$ cat config.mk
export PLATFORM = sky130hd
export DESIGN_NAME = sw_lcd_page_sequencer
export DESIGN_NICKNAME = d
export VERILOG_FILES = /design/src/rtl/sw_lcd_page_sequencer.sv
export SDC_FILE = /design/constraint.sdc
export NUM_CORES = 1
export LEC_CHECK = 0
export BUFFER_PORTS_ARGS = -buffer_cell sky130_fd_sc_hd__buf_2
export CORE_MARGIN = 5
export CORE_UTILIZATION = 35
export CTS_CLUSTER_SIZE = 20
export DETAILED_ROUTE_END_ITERATION = 12
export GPL_ROUTABILITY_DRIVEN = 0
export GPL_TIMING_DRIVEN = 0
export PLACE_DENSITY = 0.57
export RECOVER_POWER = 50
export SYNTH_ARGS = -nofsm -noshare
export SYNTH_HDL_FRONTEND = slang
export SYNTH_SLANG_ARGS = --single-unit
export TNS_END_PERCENT = 1
$ cat constraint.sdc
create_clock -name clk_1k -period 4.8 [get_ports clk_1k]
set_input_delay 0.24 -clock clk_1k [delete_from_list [all_inputs] [get_ports clk_1k]]
set_output_delay 0.24 -clock clk_1k [all_outputs]
set_load 0.02 [all_outputs]
$ cat src/rtl/sw_lcd_page_sequencer.sv
// Stopwatch LCD page sequencer: snapshots the selected BCD time fields and streams
// two 16-char lines to the LCD writer. Define LCD_SEQ_ACK_TIMEOUT_EN for the ack watchdog.
module sw_lcd_page_sequencer #(
   parameter int unsigned TIMEOUT_CYC = 255
) (
   input  logic        clk_1k,
   input  logic        rst_n,
   input  logic [1:0]  sw_lcd_mode,
   input  logic        sw_update_toggle,
   input  logic        lap_valid,
   input  logic [23:0] cur_bcd,
   input  logic [23:0] lap_bcd,
   input  logic [23:0] int_bcd,
   input  logic [23:0] best_bcd,
   input  logic [23:0] avg_bcd,
   input  logic        wr_ack,
   output logic        wr_req,
   output logic [4:0]  wr_addr,
   output logic [7:0]  wr_char,
   output logic        busy,
   output logic        frame_done,
   output logic        ack_timeout
);

   typedef enum logic [1:0] {IDLE = 2'd0, LOAD = 2'd1, SEND = 2'd2, DONE = 2'd3} state_t;

   state_t      state_r, state_n;
   logic [4:0]  index_r, index_n;
   logic        pending_r, pending_n;
   logic        prev_toggle_r;
   logic [1:0]  prev_mode_r;
   logic [1:0]  snap_mode_r, snap_mode_n;
   logic        snap_lv_r, snap_lv_n;
   logic [23:0] snap_f1_r, snap_f1_n, snap_f2_r, snap_f2_n;
   logic        wr_req_r, wr_req_n;
   logic [4:0]  wr_addr_r, wr_addr_n;
   logic [7:0]  wr_char_r, wr_char_n;
   logic        busy_r, busy_n, frame_done_r, frame_done_n, ack_timeout_r, ack_timeout_n;
   logic        event_s, ack_s, timeout_s;

   function automatic logic [7:0] digit_char(input logic [3:0] d);
      if (d <= 4'd9) return 8'h30 | {4'h0, d};
      else return 8'h3F;
   endfunction

   function automatic logic [7:0] field_char(input logic [23:0] f, input logic [2:0] k, input logic dashed);
      logic [23:0] sh;
      sh = f << {k, 2'b00};
      if (dashed) return 8'h2D;
      else return digit_char(sh[23:20]);
   endfunction

   // Label text indexed by {line2, mode}; line 2 of page 0 is blank
   function automatic logic [23:0] label_str(input logic [2:0] sel);
      case (sel)
         3'b000, 3'b001: return 24'h435552;
         3'b010, 3'b101: return 24'h4C4150;
         3'b011:         return 24'h425354;
         3'b110:         return 24'h494E54;
         3'b111:         return 24'h415647;
         default:        return 24'h202020;
      endcase
   endfunction

   function automatic logic [7:0] render_char(input logic [1:0] mode, input logic lv,
                                              input logic [23:0] f1, input logic [23:0] f2,
                                              input logic [4:0] idx);
      logic        line2;
      logic [23:0] f;
      logic [23:0] lbl;
      logic        dashed;
      logic [7:0]  c;
      line2  = idx[4];
      f      = line2 ? f2 : f1;
      dashed = !lv && (line2 ? (mode != 2'd0) : mode[1]);
      lbl    = label_str({line2, mode});
      case (idx[3:0])
         4'd0:    c = lbl[23:16];
         4'd1:    c = lbl[15:8];
         4'd2:    c = lbl[7:0];
         4'd4:    c = field_char(f, 3'd0, dashed);
         4'd5:    c = field_char(f, 3'd1, dashed);
         4'd6:    c = 8'h3A;
         4'd7:    c = field_char(f, 3'd2, dashed);
         4'd8:    c = field_char(f, 3'd3, dashed);
         4'd9:    c = 8'h2E;
         4'd10:   c = field_char(f, 3'd4, dashed);
         4'd11:   c = field_char(f, 3'd5, dashed);
         default: c = 8'h20;
      endcase
      if (line2 && (mode == 2'd0)) return 8'h20;
      else return c;
   endfunction

   assign event_s = (sw_update_toggle != prev_toggle_r) || (sw_lcd_mode != prev_mode_r);
   assign ack_s   = (state_r == SEND) && wr_req_r && wr_ack;

`ifdef LCD_SEQ_ACK_TIMEOUT_EN
   localparam logic [7:0] TIMEOUT_LIMIT = 8'(TIMEOUT_CYC);
   logic [7:0] wait_cnt_r, wait_cnt_n;

   // Watchdog: counts cycles a request sits unacknowledged
   always_comb begin
      wait_cnt_n = 8'd0;
      timeout_s  = 1'b0;
      if ((state_r == SEND) && wr_req_r && !wr_ack) begin
         wait_cnt_n = wait_cnt_r + 8'd1;
         timeout_s  = (wait_cnt_n == TIMEOUT_LIMIT);
         if (timeout_s) wait_cnt_n = 8'd0;
         else wait_cnt_n = wait_cnt_r + 8'd1;
      end else begin
         wait_cnt_n = 8'd0;
      end
   end

   // Watchdog counter register
   always_ff @(posedge clk_1k or negedge rst_n) begin
      if (!rst_n) wait_cnt_r <= 8'd0;
      else wait_cnt_r <= wait_cnt_n;
   end
`else
   assign timeout_s = 1'b0;
`endif

   // Next state, index, refresh flag and snapshot
   always_comb begin
      state_n     = state_r;
      index_n     = index_r;
      snap_mode_n = snap_mode_r;
      snap_lv_n   = snap_lv_r;
      snap_f1_n   = snap_f1_r;
      snap_f2_n   = snap_f2_r;
      case (state_r)
         IDLE: begin
            if (pending_r) state_n = LOAD;
            else state_n = IDLE;
         end
         LOAD: begin
            state_n     = SEND;
            index_n     = 5'd0;
            snap_mode_n = sw_lcd_mode;
            snap_lv_n   = lap_valid;
            case (sw_lcd_mode)
               2'd1:    begin snap_f1_n = cur_bcd;  snap_f2_n = lap_bcd; end
               2'd2:    begin snap_f1_n = lap_bcd;  snap_f2_n = int_bcd; end
               2'd3:    begin snap_f1_n = best_bcd; snap_f2_n = avg_bcd; end
               default: begin snap_f1_n = cur_bcd;  snap_f2_n = 24'h000000; end
            endcase
         end
         SEND: begin
            if (timeout_s) begin
               state_n = IDLE;
               index_n = 5'd0;
            end else if (ack_s && (index_r == 5'd31)) begin
               state_n = DONE;
               index_n = 5'd0;
            end else if (ack_s) begin
               index_n = index_r + 5'd1;
            end else begin
               state_n = SEND;
            end
         end
         DONE:    state_n = IDLE;
         default: state_n = IDLE;
      endcase
      // Entering LOAD consumes the flag; the snapshot taken there already sees any same-cycle change
      if ((state_r == IDLE) && pending_r) pending_n = 1'b0;
      else if (event_s || timeout_s) pending_n = 1'b1;
      else pending_n = pending_r;
   end

   // Output values for the coming cycle, derived from the next state
   always_comb begin
      wr_req_n     = (state_n == SEND);
      wr_addr_n    = index_n;
      busy_n       = (state_n != IDLE);
      frame_done_n = (state_n == DONE);
      if (state_n == SEND) wr_char_n = render_char(snap_mode_n, snap_lv_n, snap_f1_n, snap_f2_n, index_n);
      else wr_char_n = 8'h20;
      if (timeout_s) ack_timeout_n = 1'b1;
      else if (state_n == DONE) ack_timeout_n = 1'b0;
      else ack_timeout_n = ack_timeout_r;
   end

   // State, snapshot and event-history registers
   always_ff @(posedge clk_1k or negedge rst_n) begin
      if (!rst_n) begin
         state_r       <= IDLE;
         index_r       <= 5'd0;
         pending_r     <= 1'b1;
         prev_toggle_r <= 1'b0;
         prev_mode_r   <= 2'd0;
         snap_mode_r   <= 2'd0;
         snap_lv_r     <= 1'b0;
         snap_f1_r     <= 24'h000000;
         snap_f2_r     <= 24'h000000;
      end else begin
         state_r       <= state_n;
         index_r       <= index_n;
         pending_r     <= pending_n;
         prev_toggle_r <= sw_update_toggle;
         prev_mode_r   <= sw_lcd_mode;
         snap_mode_r   <= snap_mode_n;
         snap_lv_r     <= snap_lv_n;
         snap_f1_r     <= snap_f1_n;
         snap_f2_r     <= snap_f2_n;
      end
   end

   // Output registers
   always_ff @(posedge clk_1k or negedge rst_n) begin
      if (!rst_n) begin
         wr_req_r      <= 1'b0;
         wr_addr_r     <= 5'd0;
         wr_char_r     <= 8'h20;
         busy_r        <= 1'b0;
         frame_done_r  <= 1'b0;
         ack_timeout_r <= 1'b0;
      end else begin
         wr_req_r      <= wr_req_n;
         wr_addr_r     <= wr_addr_n;
         wr_char_r     <= wr_char_n;
         busy_r        <= busy_n;
         frame_done_r  <= frame_done_n;
         ack_timeout_r <= ack_timeout_n;
      end
   end

   assign wr_req      = wr_req_r;
   assign wr_addr     = wr_addr_r;
   assign wr_char     = wr_char_r;
   assign busy        = busy_r;
   assign frame_done  = frame_done_r;
   assign ack_timeout = ack_timeout_r;

endmodule

# Yosys cells after proc, flatten, opt, wreduce, memory -nomap -nowiden
# Index checks and enable logic that the tools add are counted.
dict set report totals {
  register_bits 73
  latchBits 0
  ram_bits 0
  mem_bits_ro 0
  in_bits 127
  output_inout_bits 17
  word_cells 97
  n_memories 0
}
dict set report classes {
  addsub 1
  n_mul 0
  div_mod_pow 0
  order_cmp 6
  eq_ne 27
  shift 0
  n_mux 33
  bitwise 0
  reduce_logical 17
}
# op count
set op_table {}
lappend op_table {{23-bit one-hot mux with 5 select lines} 1}
lappend op_table {{8-bit one-hot mux with 11 select lines} 1}
lappend op_table {{24-bit 2-to-1 mux} 3}
lappend op_table {{24-bit one-hot mux with 3 select lines} 1}
lappend op_table {{24-bit one-hot mux with 2 select lines} 1}
lappend op_table {{5-bit 2-to-1 mux} 8}
lappend op_table {{4-bit <= comparator, second input constant} 6}
lappend op_table {{4-bit 2-to-1 mux} 6}
lappend op_table {{4-bit by 3-bit == test with 1-bit output, second input constant} 4}
lappend op_table {{4-bit == test, second input constant} 4}
lappend op_table {{8-bit 2-to-1 mux} 2}
lappend op_table {{2-bit == test, second input constant} 6}
lappend op_table {{5-bit one-hot mux with 2 select lines} 1}
lappend op_table {{3-bit == test, second input constant} 3}
lappend op_table {{2-bit one-hot mux with 4 select lines} 1}
lappend op_table {{3-bit by 2-bit == test with 1-bit output, second input constant} 2}
lappend op_table {{1-bit logical AND} 6}
lappend op_table {{2-bit 2-to-1 mux} 3}
lappend op_table {{2-bit nonzero test} 3}
lappend op_table {{5-bit by 1-bit adder with 5-bit output, second input constant} 1}
lappend op_table {{5-bit == test, second input constant} 1}
lappend op_table {{1-bit 2-to-1 mux} 5}
lappend op_table {{2-bit by 1-bit == test with 1-bit output, second input constant} 2}
lappend op_table {{4-bit by 1-bit == test with 1-bit output, second input constant} 1}
lappend op_table {{10 further kinds} 12}

# Depth between registers and ports, before layout
dict set report depth {
  depth_word 13
  depth_mapped 15
}

# Worst setup path before layout
# OpenSTA, ideal clock, no wires.
dict set report synth_path {
  path_type {reg-to-reg}
  from {register wr_addr[1] (netlist name)}
  to {register wr_char_r[2] (netlist: wr_char[2])}
  setup_time_ns 0.154
  arrival_ns 2.749
  required_time_ns 4.646
  setup_slack_ns 1.896
  path_stages_with_launch 14
  n_path_buf 0
  cell_sequence {dfrtp_1 ha_1 and3_1 ha_1 o21ai_0 a22oi_1 inv_1 ha_1 inv_1 nor3_1 a21boi_1 a221o_1 a311oi_2 a41oi_1}
}
# element line
set synth_rtl {}
lappend synth_rtl {{to (signal assigned)} 222} ;# wr_char_r <= wr_char_n;
lappend synth_rtl {{to (decl)} 37} ;# logic [7:0] wr_char_r, wr_char_n;

# Worst setup path in the final report
dict set report layout_path {
  from {register state_r[0]}
  to {register wr_char_r[2] (netlist: wr_char[2])}
}
dict set report layout_between {
  word_cells_on_any_way 67
  cone_classes {order compare: 6; eq/ne: 20; mux: 28; reduce/logical: 13}
}
# element line
set layout_rtl {}
lappend layout_rtl {{from (decl)} 27} ;# state_t state_r, state_n;
lappend layout_rtl {{from (signal assigned)} 198} ;# state_r <= state_n;
lappend layout_rtl {{2-bit == test} {96, 133}}
lappend layout_rtl {{1-bit logical AND (2 in a row)} 96} ;# assign ack_s = (state_r == SEND) && wr_req_r && wr_ack;
lappend layout_rtl {{2-bit 2-to-1 mux or 1-bit logical AND (tied branches)} {157, 154}}
lappend layout_rtl {{2-bit 2-to-1 mux} 154} ;# end else if (ack_s && (index_r == 5'd31)) begin
lappend layout_rtl {{2-bit one-hot mux with 4 select lines *} 133} ;# case (state_r)
lappend layout_rtl {{via state_n[1]} 27}
lappend layout_rtl {{2-bit == test *} 178} ;# if (state_n == SEND) wr_char_n = render_char(snap_mode_n, snap_lv_n, snap_f1_n, snap_f2_n, index_n);
lappend layout_rtl {{8-bit 2-to-1 mux *} 178}
lappend layout_rtl {{via wr_char_n[2]} 37}
# Mark *: on every way through the listed nets, which the timed path passes. The rest lies on a longest branch.
# A chain may end at the register's enable or synchronous reset.

==> out/results.ini <==
[outcome]
status = complete, but fails checks
violations = max-capacitance violations, max-slew violations

[route]
wl_met3_um = 1260
dr_wl_met2_um = 8320
wl_per_cell_um = 19.8
routed_via_density = 5.59
wl_met1_um = 7450
dr.max_layer_used = met4
routed_wirelength_um = 17300
drc_errors = 0
dr.pass1.iters = 5
postRouteAntennaNets = 0
first_iter_violations = 453
num_vias = 4865

[synth]
netlist_instances = 530
synth.distinct_cells = 68
synthFlopType = dfrtp_1
synth-edff-count = 0
yosysTopAreaCell = dfrtp_1
syn_area_um2 = 4850
synth_top_area_share_pct = 36.1
async_reset_ff_share_pct = 100
ys_warn_count = 0
ys_top_cells_by_area = dfrtp_1, mux2i_1, a21oi_1, o21ai_0, mux2_2
synth.yosys.seq_area_share_pct = 37.2
syn_area_per_cell_um2 = 9.16
synth-seq-cells = 72

[power_and_ir_drop]
switching_power_w = 0.00144
clockPowerShare_pct = 21.8
p_leak_nw = 2.99
pwr-share-comb_pct = 49.7
power.total_w = 0.00346
powerDensity_nw_per_um2 = 562
ir_drop_mv = 0.227
swShare_pct = 41.6
p_int_w = 0.00202
power_frac_seq_pct = 28.5

[clock_network]
cts_setup_buffers = 0
post_cts_resized = 0
clock-root-buffer = clkbuf_16
cts_hold_buf = 1
numClockSinks = 72
clkTransAtPathRegs_ns = 0.06
cts_tree = yes
cts_buffers = 9
clk_path_buf_depth = 2
clock_latency_ns = 0.34
htreeDepth = 3

[sta]
finalHoldViolCount = 0
worst-slew-pin-transition_ns = 1.54
min_period_ns = 3.63
drv_slew = 25
rsz0062_at_grt = no
fmax_mhz = 276
setup_viol = 0
setup_tns_ns = 0
clock_skew_ns = 0.00596
fin_crit_sh_pct = 75.6
maxSlewHeadroom_pct = -2.87

[die]
rows = 43
design.die.area_um2 = 16300
io_pins = 144
die_x_um = 128
core_um2 = 13700
initial_core_util_pct = 35.4
die-height_um = 128

[finish]
mostFrequentLayoutCells = buf_2, dfrtp_1, a21oi_1, nor2_1, mux2i_1
drive_gt1_share_pct = 32.3
fillerInstances = 1374
final_nets = 821
diodes = 0
final_common_cell = buf_2
stdcell_area_um2 = 6150
syn_to_final_growth_pct = 26.7

[critical_path]
startpoint_type = flop
cp_max_fo = 7
crit_path_cell_trace = inv_1, ha_1, nand3_1, nor3_1, a21oi_1, o21ai_0, a22oi_1, inv_1, ha_1, inv_1, nor3_1, a21boi_1, a221o_1, a311oi_2, a41oi_1
crit_type = flop to flop
crit_path_max_incr_delay_ns = 0.39
end_kind = flop
crit_top_cell = inv_1
worstPathArrival_ns = 3.85
slowest_stage = nor3_1
required_ns = 5.02

[global_route]
grt_max_degree = 49
grt_pass1_vias = 4914
overflow = 0
antenna_found_initial = 0
grt_usage_pct = 20.9
grt_pass1_wl_um = 26900

[run]
cap_violations = 1

[placed_design]
dp_hpwl_um = 13100
numPortBuffers = 141
postPlaceCellArea_um2 = 5820

[min_path]
hold_path.class = input pin to flop

-- synthesized netlist by cell type, types with 7 or more instances --
master	n
mux2i_1	41
dfrtp_1	70
buf_2	20
nor3_1	14
nand2_1	38
a21o_1	14
a221oi_1	7
o21ai_0	37
mux2_2	15
ha_1	9
a32oi_1	9
a221o_1	9
buf_6	8
nor2_1	44
nand3_1	14
a21oi_1	57
inv_1	19
-- logic make-up after synthesis --
| logic type | after synthesis | share of synthesized area [%] |
|---|---|---|
| mux | 61 | 13.4 |
| buf+inv | 64 | 7.45 |
| compound gates | 189 | 26.7 |
| fa+ha+maj | 9 | 2.32 |
| xor+xnor | 3 | 0.542 |
| flops | 72 | 37.2 |
| simple gates | 131 | 12.4 |
| other cells | 1 | 0.0773 |
-- stage by stage --
stage               utilization, %  hold WS [ns]  worst slack, ns  cells
floorplan                        -       -0.0556             1.90    531
detailed placement            42.4         0.188             1.28    853
global route                  44.8        0.0475            0.909    870
global placement              42.2         0.376             1.34    852
finish                        44.8        0.0556             1.17    870
CTS                           44.9        0.0355             1.23    870
-- final timing paths --
kind | from | end | slack (ns) | cells past startpoint
setup / recovery | state_r[0] | wr_char[2] | 1.17 | 15
max in group asynchronous | rst_n | prev_toggle_r | 3.05 | 3
hold reg to reg | snap_f1_r[16] | snap_f1_r[16] | 0.48 | 1
min in group asynchronous | rst_n | snap_lv_r | 0.82 | 2
hold / removal | sw_lcd_mode[0] | prev_mode_r[0] | 0.06 | 1
setup reg to reg | state_r[0] | wr_char[2] | 1.17 | 15
-- state kept, by name, indices dropped and copies added, names as in the netlist --
| name | flops |
|---|---|
| wr_char | 7 |
| prev_toggle_r | 1 |
| wr_req | 1 |
| frame_done | 1 |
| prev_mode_r | 2 |
| busy | 1 |
| snap_f1_r | 24 |
| snap_mode_r | 2 |
| snap_f2_r | 24 |
| snap_lv_r | 1 |
| pending_r | 1 |
| wr_addr | 5 |
| state_r | 2 |
-- power by group through the flow --
stage               clock, W  sequential (W)  combinational, W
floorplan                  0         0.00101           0.00116
global placement           0        0.000978           0.00167
detailed placement         0        0.000987           0.00169
CTS                 0.000760        0.000983           0.00171
global route        0.000788         0.00101           0.00189
finish              0.000752        0.000986           0.00172
-- worst max-delay path: cells and delay by family (launching register included) --
kind	cells	cell delay [ns]
AO/OA/AOI/OAI	7	1.34
AND/OR/NAND/NOR	3	0.77
adder cells (fa/ha/maj)	2	0.68
buffers and inverters	3	0.37
flip-flops	1	0.36
-- per-layer routing --
metal	vias up	global-route usage, %
li1	2269	-
met1	2379	28.3
met2	200	34.7
met3	17	3.29
met4	0	5.93
met5	-	0
-- final cells by class --
type                       count  area (um2)  area share [%]
tap                          180         225            3.66
clock inverter                 2        60.1           0.977
clock buffer                  14         274            4.46
timing repair buffer         143         734            11.9
buffer                        40         269            4.37
inverter                      24        92.6            1.51
multi-input combinational    395        2690            43.7
sequential                    72        1800            29.3
(Power assumes the default switching activity.)
